### src/rtl/packet_scheduler.sv
// HDMI data-island packet scheduler: places guard bands and 32-cycle packet slots after active video.
// Optional build macro HDMI_SPD_INFOFRAME_EN enables SPD InfoFrame scheduling.
module packet_scheduler #(
    parameter int unsigned SCREEN_WIDTH = 640,
    parameter int unsigned FRAME_WIDTH  = 800,
    parameter int unsigned NUM_PACKETS  = 1,
    parameter int unsigned BIT_WIDTH    = 10
) (
    input  logic                 clk_pixel,
    input  logic                 reset_n,
    input  logic [BIT_WIDTH-1:0] cx,
    input  logic [BIT_WIDTH-1:0] cy,
    input  logic                 acr_req,
    input  logic                 sample_strobe,
    output logic [7:0]           packet_type,
    output logic [3:0]           sample_present,
    output logic                 packet_start,
    output logic [4:0]           data_counter,
    output logic                 data_island_period,
    output logic                 guard_band,
    output logic                 sample_overflow
);

    localparam int unsigned GB1_START    = SCREEN_WIDTH + 8;
    localparam int unsigned ISLAND_START = SCREEN_WIDTH + 10;
    localparam int unsigned ISLAND_END   = ISLAND_START + NUM_PACKETS * 32;
    localparam int unsigned GB2_END      = ISLAND_END + 2;
    localparam int unsigned CNT_W        = 4;
    localparam int unsigned CNT_MAX      = (1 << CNT_W) - 1;

    if (GB2_END > FRAME_WIDTH) begin : g_bad_frame
        $error("packet_scheduler: data island does not fit in FRAME_WIDTH");
    end
    if (NUM_PACKETS < 1 || NUM_PACKETS > 18) begin : g_bad_packets
        $error("packet_scheduler: NUM_PACKETS out of range 1..18");
    end

    logic [7:0]       packet_type_q, packet_type_d;
    logic [3:0]       sample_present_q, sample_present_d;
    logic             packet_start_q, packet_start_d;
    logic [4:0]       data_counter_q, data_counter_d;
    logic             island_q, island_d;
    logic             guard_q, guard_d;
    logic             overflow_q, overflow_d;
    logic             armed_q, armed_d;
    logic             acr_q, acr_d;
    logic             avi_q, avi_d;
    logic             aif_q, aif_d;
    logic [CNT_W-1:0] cnt_q, cnt_d;
`ifdef HDMI_SPD_INFOFRAME_EN
    logic             spd_q, spd_d;
    logic             grant_spd;
`endif

    logic [31:0]      cx_w;
    logic             frame_start;
    logic             in_island;
    logic [4:0]       slot_idx;
    logic             slot_start;
    logic             grant_acr, grant_avi, grant_aif;
    logic [2:0]       taken;
    logic [CNT_W:0]   cnt_sum;

    // Timing decode, slot arbitration and pending-state update.
    always_comb begin
        cx_w        = 32'(cx);
        frame_start = (cx_w == 32'd0) && (cy == '0);
        // After reset, stay idle until the first guard band so partial slots never resume.
        armed_d     = armed_q | (cx_w == GB1_START);
        guard_d     = armed_d && (((cx_w >= GB1_START) && (cx_w < ISLAND_START)) ||
                                  ((cx_w >= ISLAND_END) && (cx_w < GB2_END)));
        in_island   = armed_d && (cx_w >= ISLAND_START) && (cx_w < ISLAND_END);
        slot_idx    = 5'(cx_w - ISLAND_START);
        slot_start  = in_island && (slot_idx == 5'd0);

        grant_acr        = 1'b0;
        grant_avi        = 1'b0;
        grant_aif        = 1'b0;
`ifdef HDMI_SPD_INFOFRAME_EN
        grant_spd        = 1'b0;
`endif
        taken            = 3'd0;
        packet_type_d    = packet_type_q;
        sample_present_d = sample_present_q;

        if (!in_island) begin
            packet_type_d    = 8'h00;
            sample_present_d = 4'h0;
        end else if (slot_start) begin
            sample_present_d = 4'h0;
            if (acr_q) begin
                grant_acr     = 1'b1;
                packet_type_d = 8'h01;
            end else if (cnt_q != '0) begin
                taken            = (cnt_q > 4'd4) ? 3'd4 : 3'(cnt_q);
                packet_type_d    = 8'h02;
                sample_present_d = 4'((5'b1 << taken) - 5'd1);
            end else if (avi_q) begin
                grant_avi     = 1'b1;
                packet_type_d = 8'h82;
            end else if (aif_q) begin
                grant_aif     = 1'b1;
                packet_type_d = 8'h84;
`ifdef HDMI_SPD_INFOFRAME_EN
            end else if (spd_q) begin
                grant_spd     = 1'b1;
                packet_type_d = 8'h83;
`endif
            end else begin
                packet_type_d = 8'h00;
            end
        end

        island_d       = in_island;
        packet_start_d = slot_start;
        data_counter_d = in_island ? slot_idx : 5'd0;

        acr_d = (acr_q & ~grant_acr) | acr_req;
        avi_d = frame_start | (avi_q & ~grant_avi);
        aif_d = frame_start | (aif_q & ~grant_aif);
`ifdef HDMI_SPD_INFOFRAME_EN
        spd_d = frame_start | (spd_q & ~grant_spd);
`endif

        // Pending-sample counter saturates at its maximum and latches the overflow flag.
        cnt_sum    = (CNT_W+1)'(cnt_q) - (CNT_W+1)'(taken) + (CNT_W+1)'(sample_strobe);
        overflow_d = overflow_q;
        if (cnt_sum > (CNT_W+1)'(CNT_MAX)) begin
            cnt_d      = CNT_W'(CNT_MAX);
            overflow_d = 1'b1;
        end else begin
            cnt_d = CNT_W'(cnt_sum);
        end
    end

    always_ff @(posedge clk_pixel or negedge reset_n) begin
        if (!reset_n) begin
            packet_type_q    <= 8'h00;
            sample_present_q <= 4'h0;
            packet_start_q   <= 1'b0;
            data_counter_q   <= 5'd0;
            island_q         <= 1'b0;
            guard_q          <= 1'b0;
            overflow_q       <= 1'b0;
            armed_q          <= 1'b0;
            acr_q            <= 1'b0;
            avi_q            <= 1'b0;
            aif_q            <= 1'b0;
            cnt_q            <= '0;
        end else begin
            packet_type_q    <= packet_type_d;
            sample_present_q <= sample_present_d;
            packet_start_q   <= packet_start_d;
            data_counter_q   <= data_counter_d;
            island_q         <= island_d;
            guard_q          <= guard_d;
            overflow_q       <= overflow_d;
            armed_q          <= armed_d;
            acr_q            <= acr_d;
            avi_q            <= avi_d;
            aif_q            <= aif_d;
            cnt_q            <= cnt_d;
        end
    end

`ifdef HDMI_SPD_INFOFRAME_EN
    always_ff @(posedge clk_pixel or negedge reset_n) begin
        if (!reset_n) begin
            spd_q <= 1'b0;
        end else begin
            spd_q <= spd_d;
        end
    end
`endif

    assign packet_type        = packet_type_q;
    assign sample_present     = sample_present_q;
    assign packet_start       = packet_start_q;
    assign data_counter       = data_counter_q;
    assign data_island_period = island_q;
    assign guard_band         = guard_q;
    assign sample_overflow    = overflow_q;

endmodule

### config.mk
export PLATFORM = sky130hd
export DESIGN_NAME = packet_scheduler
export DESIGN_NICKNAME = d
export VERILOG_FILES = /design/src/rtl/packet_scheduler.sv
export SDC_FILE = /design/constraint.sdc
export NUM_CORES = 1
export LEC_CHECK = 0
export CAP_MARGIN = 15
export CORE_ASPECT_RATIO = 0.8
export CORE_UTILIZATION = 43
export CTS_BUF_LIST = sky130_fd_sc_hd__clkbuf_8
export DETAILED_ROUTE_END_ITERATION = 10
export PLACE_DENSITY = 0.78
export SLEW_MARGIN = 30
export SYNTH_ARGS = -nofsm -noshare
export SYNTH_HDL_FRONTEND = slang
export SYNTH_SLANG_ARGS = --single-unit
### constraint.sdc
create_clock -name clk_pixel -period 2.6 [get_ports clk_pixel]
set_input_delay 0.65 -clock clk_pixel [delete_from_list [all_inputs] [get_ports clk_pixel]]
set_output_delay 0.65 -clock clk_pixel [all_outputs]
set_load 0.01 [all_outputs]
==> metrics.txt, run 1 <==
DPL Wire Length=3.05 mm; mean cell area of the mapped netlist=10.1 um^2; slowest stage delay, CP=0.50 ns; clock-pin slew on the worst setup and hold paths=0.09 ns; simple-gate portion of the synthesized area=21.5%; layout filler cell count=197; grt ovf=0; DIE AREA=3620 um^2; Placement Rows=18; register-to-register setup slack=-0.01 ns; max cap viols=0; WL per Instance=15.7 um; drt total wl=4.14 mm; Hold Vio Cnt, Final=0; final-report max-slew violation count=0; start-to-end type of the worst setup path=in -> reg; starting utilization of the core area=46.1%; worst relative slew slack=67.1%; sort of element at the start of the critical path=input port; Placed Cells incl. Taps=252; outcome=finished, violations left; die extent in x=67.0 um; maximum clock rate=319 MHz; cell breakdown of the critical path=buf_8 -> buf_6 -> buf_6 -> nor4_4 -> a21oi_2 -> a21o_1 -> or4_4 -> ha_4 -> fa_2 -> a21o_1 -> a21oi_2 -> xnor2_2 -> nand2b_1; fraction of the mapped netlist area in adder cells=9.98%; Tot Pwr=1.23 mW; number of different library cells in the post-synthesis netlist=42; setup slack of the critical path after layout=-0.536 ns; detailed-routing iteration count for the pre-antenna-repair pass=4; static leakage=0.996 nW; main combinational cell family by area after synthesis=simple AND/OR/NAND/NOR gates; kind of cell adding the most delay to the critical path=simple AND/OR/NAND/NOR gates; maximum count of clock buffers along a single path=2; XOR/XNOR Fraction of Synth Area=3.01%; instance area after placement=2210 um^2; GP Congestion=0.753; required time worst endpoint=2.75 ns; count of routing violations after the opening detailed-route iteration=72; dominant cell type by area after synthesis=dfrtp_1; clk sink count=25; most frequent cell after synthesis=dfrtp_1; WP data arrival=3.28 ns; number of standard cells in the final layout excluding fillers=264; count of buffering cells on the critical path with inverters included=3; post-detailed-route count of antenna-violating nets=0; DRC errors left=0; maximum number of pins on one net before global-route repair=26; IO Port Bufs=40; worst min-delay path class=reg -> reg; overall die height=54.0 um; core region area=3150 um^2; antenna violations before repair=0; number of global-route vias before repair=1,422; violations in the final reports=setup timing; TritonCTS clock tree=yes; net count of the finished layout=260; most frequent cells after synthesis=dfrtp_1 (25), nor3_1 (13), nand2_1 (12); number of buffers inserted during clock tree synthesis=3; cell types with the largest area share after synthesis=dfrtp_1 (43%), ha_1 (8.6%), nor3_1 (4.5%); setup violation total in the final timing report=5; top_reg_cell synth=dfrtp_1; fraction of layout instances using a drive strength above 1=35.7%; area added between synthesis and finish=63.9%; clock skew after layout=0.00455 ns; number of enable-type register cells in the synthesized netlist=0; CP max FO=5; final core utilization=75.6%; transition at the pin with the smallest max-transition slack=0.489 ns; total inserted antenna cells=0; Final Critical Period=3.14 ns; type of element capturing the critical path=register; pwr/cell area=515 nW/um^2; GRT Total Usage=25.3%; share of the synthesized area in compound gates (AO/OA/AOI/OAI)=14.7%; Top Ports=45; worst-skew pair later-pin latency=0.27 ns; detail-routed via count per cell=5.56; post-synthesis cell area=1450 um^2; part of the Yosys area used for sequential elements=43.0%; fraction of the cycle the final worst path needs=121%; number of standard cells after synthesis=144; warning count from the yosys run=0; number of H-tree levels=1; setup repair after global routing missed its margin=true; top-area cell type share of the netlist area=43.0%; Layout Cell Area excl Fill=2380 um^2; number of storage elements in the synthesis netlist=25; clock root buffer=clkbuf_8; Peak VDD IR=457 uV; total via count after detailed routing=1,467; multiplexer share of the synthesized area=1.46%; first-pass GRT wire length=6.67 mm; proportion of register bits with asynchronous set or reset after synthesis=100%; Slowest cell on crit path=or4_4
## final timing paths
path | from | depth (start not counted) | end
max | cx[1] | 13 | cnt_q[0]
min | sample_overflow | 1 | sample_overflow
max reg2reg | cnt_q[3] | 9 | cnt_q[0]
min reg2reg | sample_overflow | 1 | sample_overflow
max in group asynchronous | reset_n | 2 | packet_type[7]
min in group asynchronous | reset_n | 2 | aif_q
## logic make-up (layout without fill, tap and decap cells)
| logic type | after synthesis | after routing |
|---|---|---|
| buf+inv | 17 | 94 |
| compound gates | 27 | 27 |
| flops | 25 | 25 |
| fa+ha+maj | 11 | 11 |
| mux | 2 | 2 |
| other cells | 1 | 4 |
| xor+xnor | 5 | 5 |
| simple gates | 56 | 56 |
## per-stage QoR
step	setup TNS [ns]	setup WS (ns)	hold slack, ns
after floorplan	-3.53	-0.707	0.354
after global placement	-10.26	-1.32	0.451
after detailed placement	-11.73	-1.41	0.457
after CTS	-2.64	-0.550	0.478
after global routing	-2.95	-0.605	0.528
final	-2.56	-0.536	0.477
## state kept, by name (all words and copies together), names as in the netlist
register	count
packet_start	1
avi_q	1
sample_overflow	1
data_island_period	1
sample_present	4
acr_q	1
aif_q	1
guard_band	1
armed_q	1
cnt_q	4
data_counter	5
packet_type	4
## cell type report
| class | instances | area (um^2) | area share [%] |
|---|---|---|---|
| clock inverter | 1 | 3.75 | 0.157 |
| clock buffer | 3 | 41.3 | 1.73 |
| timing repair buffer | 82 | 718 | 30.1 |
| tap | 40 | 50.0 | 2.10 |
| sequential | 25 | 626 | 26.2 |
| inverter | 8 | 42.5 | 1.78 |
| multi-input combinational | 105 | 902 | 37.8 |
## timing repair
item	in CTS	in global routing
resized for setup	42	5
pin swaps	14	5
gates cloned	0	0
hold buffers	0	0
endpoints found under the setup margin	9	5
buffers inserted	6	2
## worst register-to-register path, cell delays in order (launching register included)
cell	delay, ns
dfrtp_1	0.39
nor2_1	0.25
nand2_1	0.09
or4_4	0.53
ha_4	0.24
fa_2	0.38
a21o_1	0.18
a21oi_2	0.16
xnor2_2	0.16
nand2b_1	0.10
## per-layer routing
metal  up-vias  global-route usage [%]  wire [um]
met5         -                       0          0
met4         0                    8.87         77
met3         8                    2.97        217
met2        66                    46.0       2110
met1       714                    31.1       1730
li1        679                       -          -
## placed cells by master, fill, tap and decap left out, drive strengths merged, types with 5 or more instances in the layout
cell type,count
buf,45
clkdlybuf4s50,30
dfrtp,25
nor3,13
nand2,12
ha,10
inv,9
a211oi,7
nor2,6
nand2b,5
nor4,5
clkbuf,5
## report_power, final
group / internal, mW / switching (mW) / total, mW / leakage (nW)
sequential: 0.419 / 0.0298 / 0.449 / 0.324
clock: 0.106 / 0.122 / 0.227 / 0.0269
combinational: 0.295 / 0.255 / 0.550 / 0.645
(Power assumes the default switching activity.)
==> inputs of run 2 (changes only) <==
==> constraint.sdc (replaced) <==
create_clock -name clk_pixel -period 2.6 [get_ports clk_pixel]
set_input_delay 0.52 -clock clk_pixel [delete_from_list [all_inputs] [get_ports clk_pixel]]
set_output_delay 0.52 -clock clk_pixel [all_outputs]
set_load 0.01 [all_outputs]
==> metrics.txt, run 2 (synthesis results as in run 1) <==
number of H-tree levels=1 (unchanged); WP data arrival=3.17 ns (-0.11 ns); max cap viols=0 (unchanged); Final Critical Period=3.03 ns (-0.105 ns); TritonCTS clock tree=yes; total area of sequential cells=626 um^2 (unchanged); count of routing violations after the opening detailed-route iteration=83 (+15%); static leakage=0.985 nW (-1.1%); fraction of the cycle the final worst path needs=117% (-4.0 points); violations in the final reports=setup timing; Peak VDD IR=470 uV (+3.0%); worst hold margin=0.502 ns (+0.0250 ns); max FFs per register=5 (unchanged); core region area=3150 um^2 (unchanged); detail-routed via count per cell=5.45 (-2.0%); clk sink count=25 (unchanged); antenna violations before repair=0 (unchanged); Placement Rows=18 (unchanged); net count of the finished layout=257 (-1.2%); worst-skew pair later-pin latency=0.26 ns (about the same); setup violation total in the final timing report=5 (unchanged); most frequent standard cell in the layout excluding fill and tap cells=buf_4; total via count after detailed routing=1,422 (-3.1%); count of hold buffers inserted by post-cts repair=0 (unchanged); total inserted antenna cells=0 (unchanged); maximum count of clock buffers along a single path=2 (unchanged); die extent in x=67.0 um (unchanged); drt total wl=4.06 mm (-1.8%); DRC errors left=0 (unchanged); DIE AREA=3620 um^2 (unchanged); DPL Wire Length=2.92 mm (-4.1%); starting utilization of the core area=46.1% (unchanged); post-detailed-route count of antenna-violating nets=0 (unchanged); final core utilization=75.2% (-0.36 points); clock-pin slew on the worst setup and hold paths=0.08 ns (about the same); first-pass GRT wire length=6.73 mm (+0.93%); worst relative slew slack=64.0% (-3.0 points); fraction of layout instances using a drive strength above 1=33.9% (-1.8 points); WL per Instance=15.6 um (-0.64%); type of element capturing the critical path=register; Multi-input gate area=902 um^2 (unchanged); transition at the pin with the smallest max-transition slack=0.535 ns (+0.0453 ns); overall die height=54.0 um (unchanged); number of global-route vias before repair=1,422 (unchanged); CP max FO=5 (unchanged); clock root buffer=clkbuf_8; GRT Total Usage=25.2% (-0.091 points); start-to-end type of the worst setup path=in -> reg; Layout Cell Area excl Fill=2370 um^2 (-0.47%); Hold Vio Cnt, Final=0 (unchanged); required time worst endpoint=2.74 ns (about the same); outcome=finished, violations left; Top Ports=45 (unchanged); instance area after placement=2200 um^2 (-0.34%); IO Port Bufs=40 (unchanged); sort of element at the start of the critical path=input port; grt ovf=0 (unchanged); setup repair after global routing missed its margin=true; area added between synthesis and finish=63.2%; clock skew after layout=0.00244 ns (-0.00211 ns); maximum number of pins on one net before global-route repair=26 (unchanged); commonest cells after routing, fill and taps aside=buf_4 (37), clkdlybuf4s50_1 (30), dfrtp_1 (25); setup slack of the critical path after layout=-0.431 ns (+0.105 ns); number of buffers inserted during clock tree synthesis=3 (unchanged); detailed-routing iteration count for the pre-antenna-repair pass=5 (+1); layout filler cell count=199 (+1.0%); final-report max-slew violation count=0 (unchanged); maximum clock rate=330 MHz (+3.5%); GP Congestion=0.745 (-1.1%); pwr/cell area=527 nW/um^2 (+2.4%); worst min-delay path class=reg -> reg
-- run 2: changes by cell type in the layout (fill, tap and decap cells not counted), sizes merged --
cell and change:
buf -4, clkbuf -1, clkdlybuf4s15 +2
-- run 2: repair_timing --
item / 4_1_cts / 5_1_grt
setup buffers: 5 / 1
setup endpoints to repair: 8 / 5
gates resized for setup: 36 / 7
pin swaps: 15 / 6
-- run 2: path summary, 6_finish.rpt --
| path | end | slack, ns | cells after the start | startpoint |
|---|---|---|---|---|
| hold / removal | sample_overflow | 0.50 | 1 | sample_overflow |
| max in group asynchronous | sample_present[2] | 1.75 | 2 | reset_n |
| hold reg to reg | sample_overflow | 0.50 | 1 | sample_overflow |
| min in group asynchronous | data_counter[0] | 0.61 | 2 | reset_n |
| setup / recovery | cnt_q[3] | -0.43 | 13 | cx[2] |
| setup reg to reg | cnt_q[3] | 0 | 9 | cnt_q[3] |
-- run 2: layer usage --
metal,up-vias,GRT usage (%),wire [um]
met1,679,31.8,1760
li1,670,-,-
met2,64,46.0,2080
met3,9,2.12,195
met4,0,7.80,31
met5,-,0,0
-- run 2: area by class of cell --
class / count / share of cell area (%)
inverter: 8 / 1.79
tap: 40 / 2.11
clock buffer: 3 / 1.74
multi-input combinational: 105 / 38.0
clock inverter: 1 / 0.158
timing repair buffer: 79 / 29.8
sequential: 25 / 26.4
-- run 2: through the flow --
step                      worst slack [ns]  TNS, ns  std cells  total power [mW]
after global placement               -1.20    -7.30        251             0.949
after floorplan                     -0.577    -2.88        147             0.775
after CTS                           -0.412    -2.02        260              1.24
after global routing                -0.533    -2.53        261              1.33
final                               -0.431    -2.08        261              1.25
after detailed placement             -1.31    -9.32        251             0.987
-- run 2: critical path: stages --
cell	delay, ns
buf_12	0.09
inv_12	0.03
ha_2	0.17
or3b_4	0.39
a21oi_4	0.20
nand2b_4	0.08
or4_4	0.43
ha_4	0.25
fa_2	0.38
a21o_1	0.17
a21oi_2	0.16
xnor2_2	0.18
nand2_1	0.11
-- run 2: power breakdown --
| group | internal [mW] | total, mW | switching (mW) |
|---|---|---|---|
| Combinational | 0.302 | 0.576 | 0.274 |
| Sequential | 0.419 | 0.450 | 0.0305 |
| Clock | 0.105 | 0.224 | 0.119 |
| Total | 0.827 | 1.25 | 0.423 |
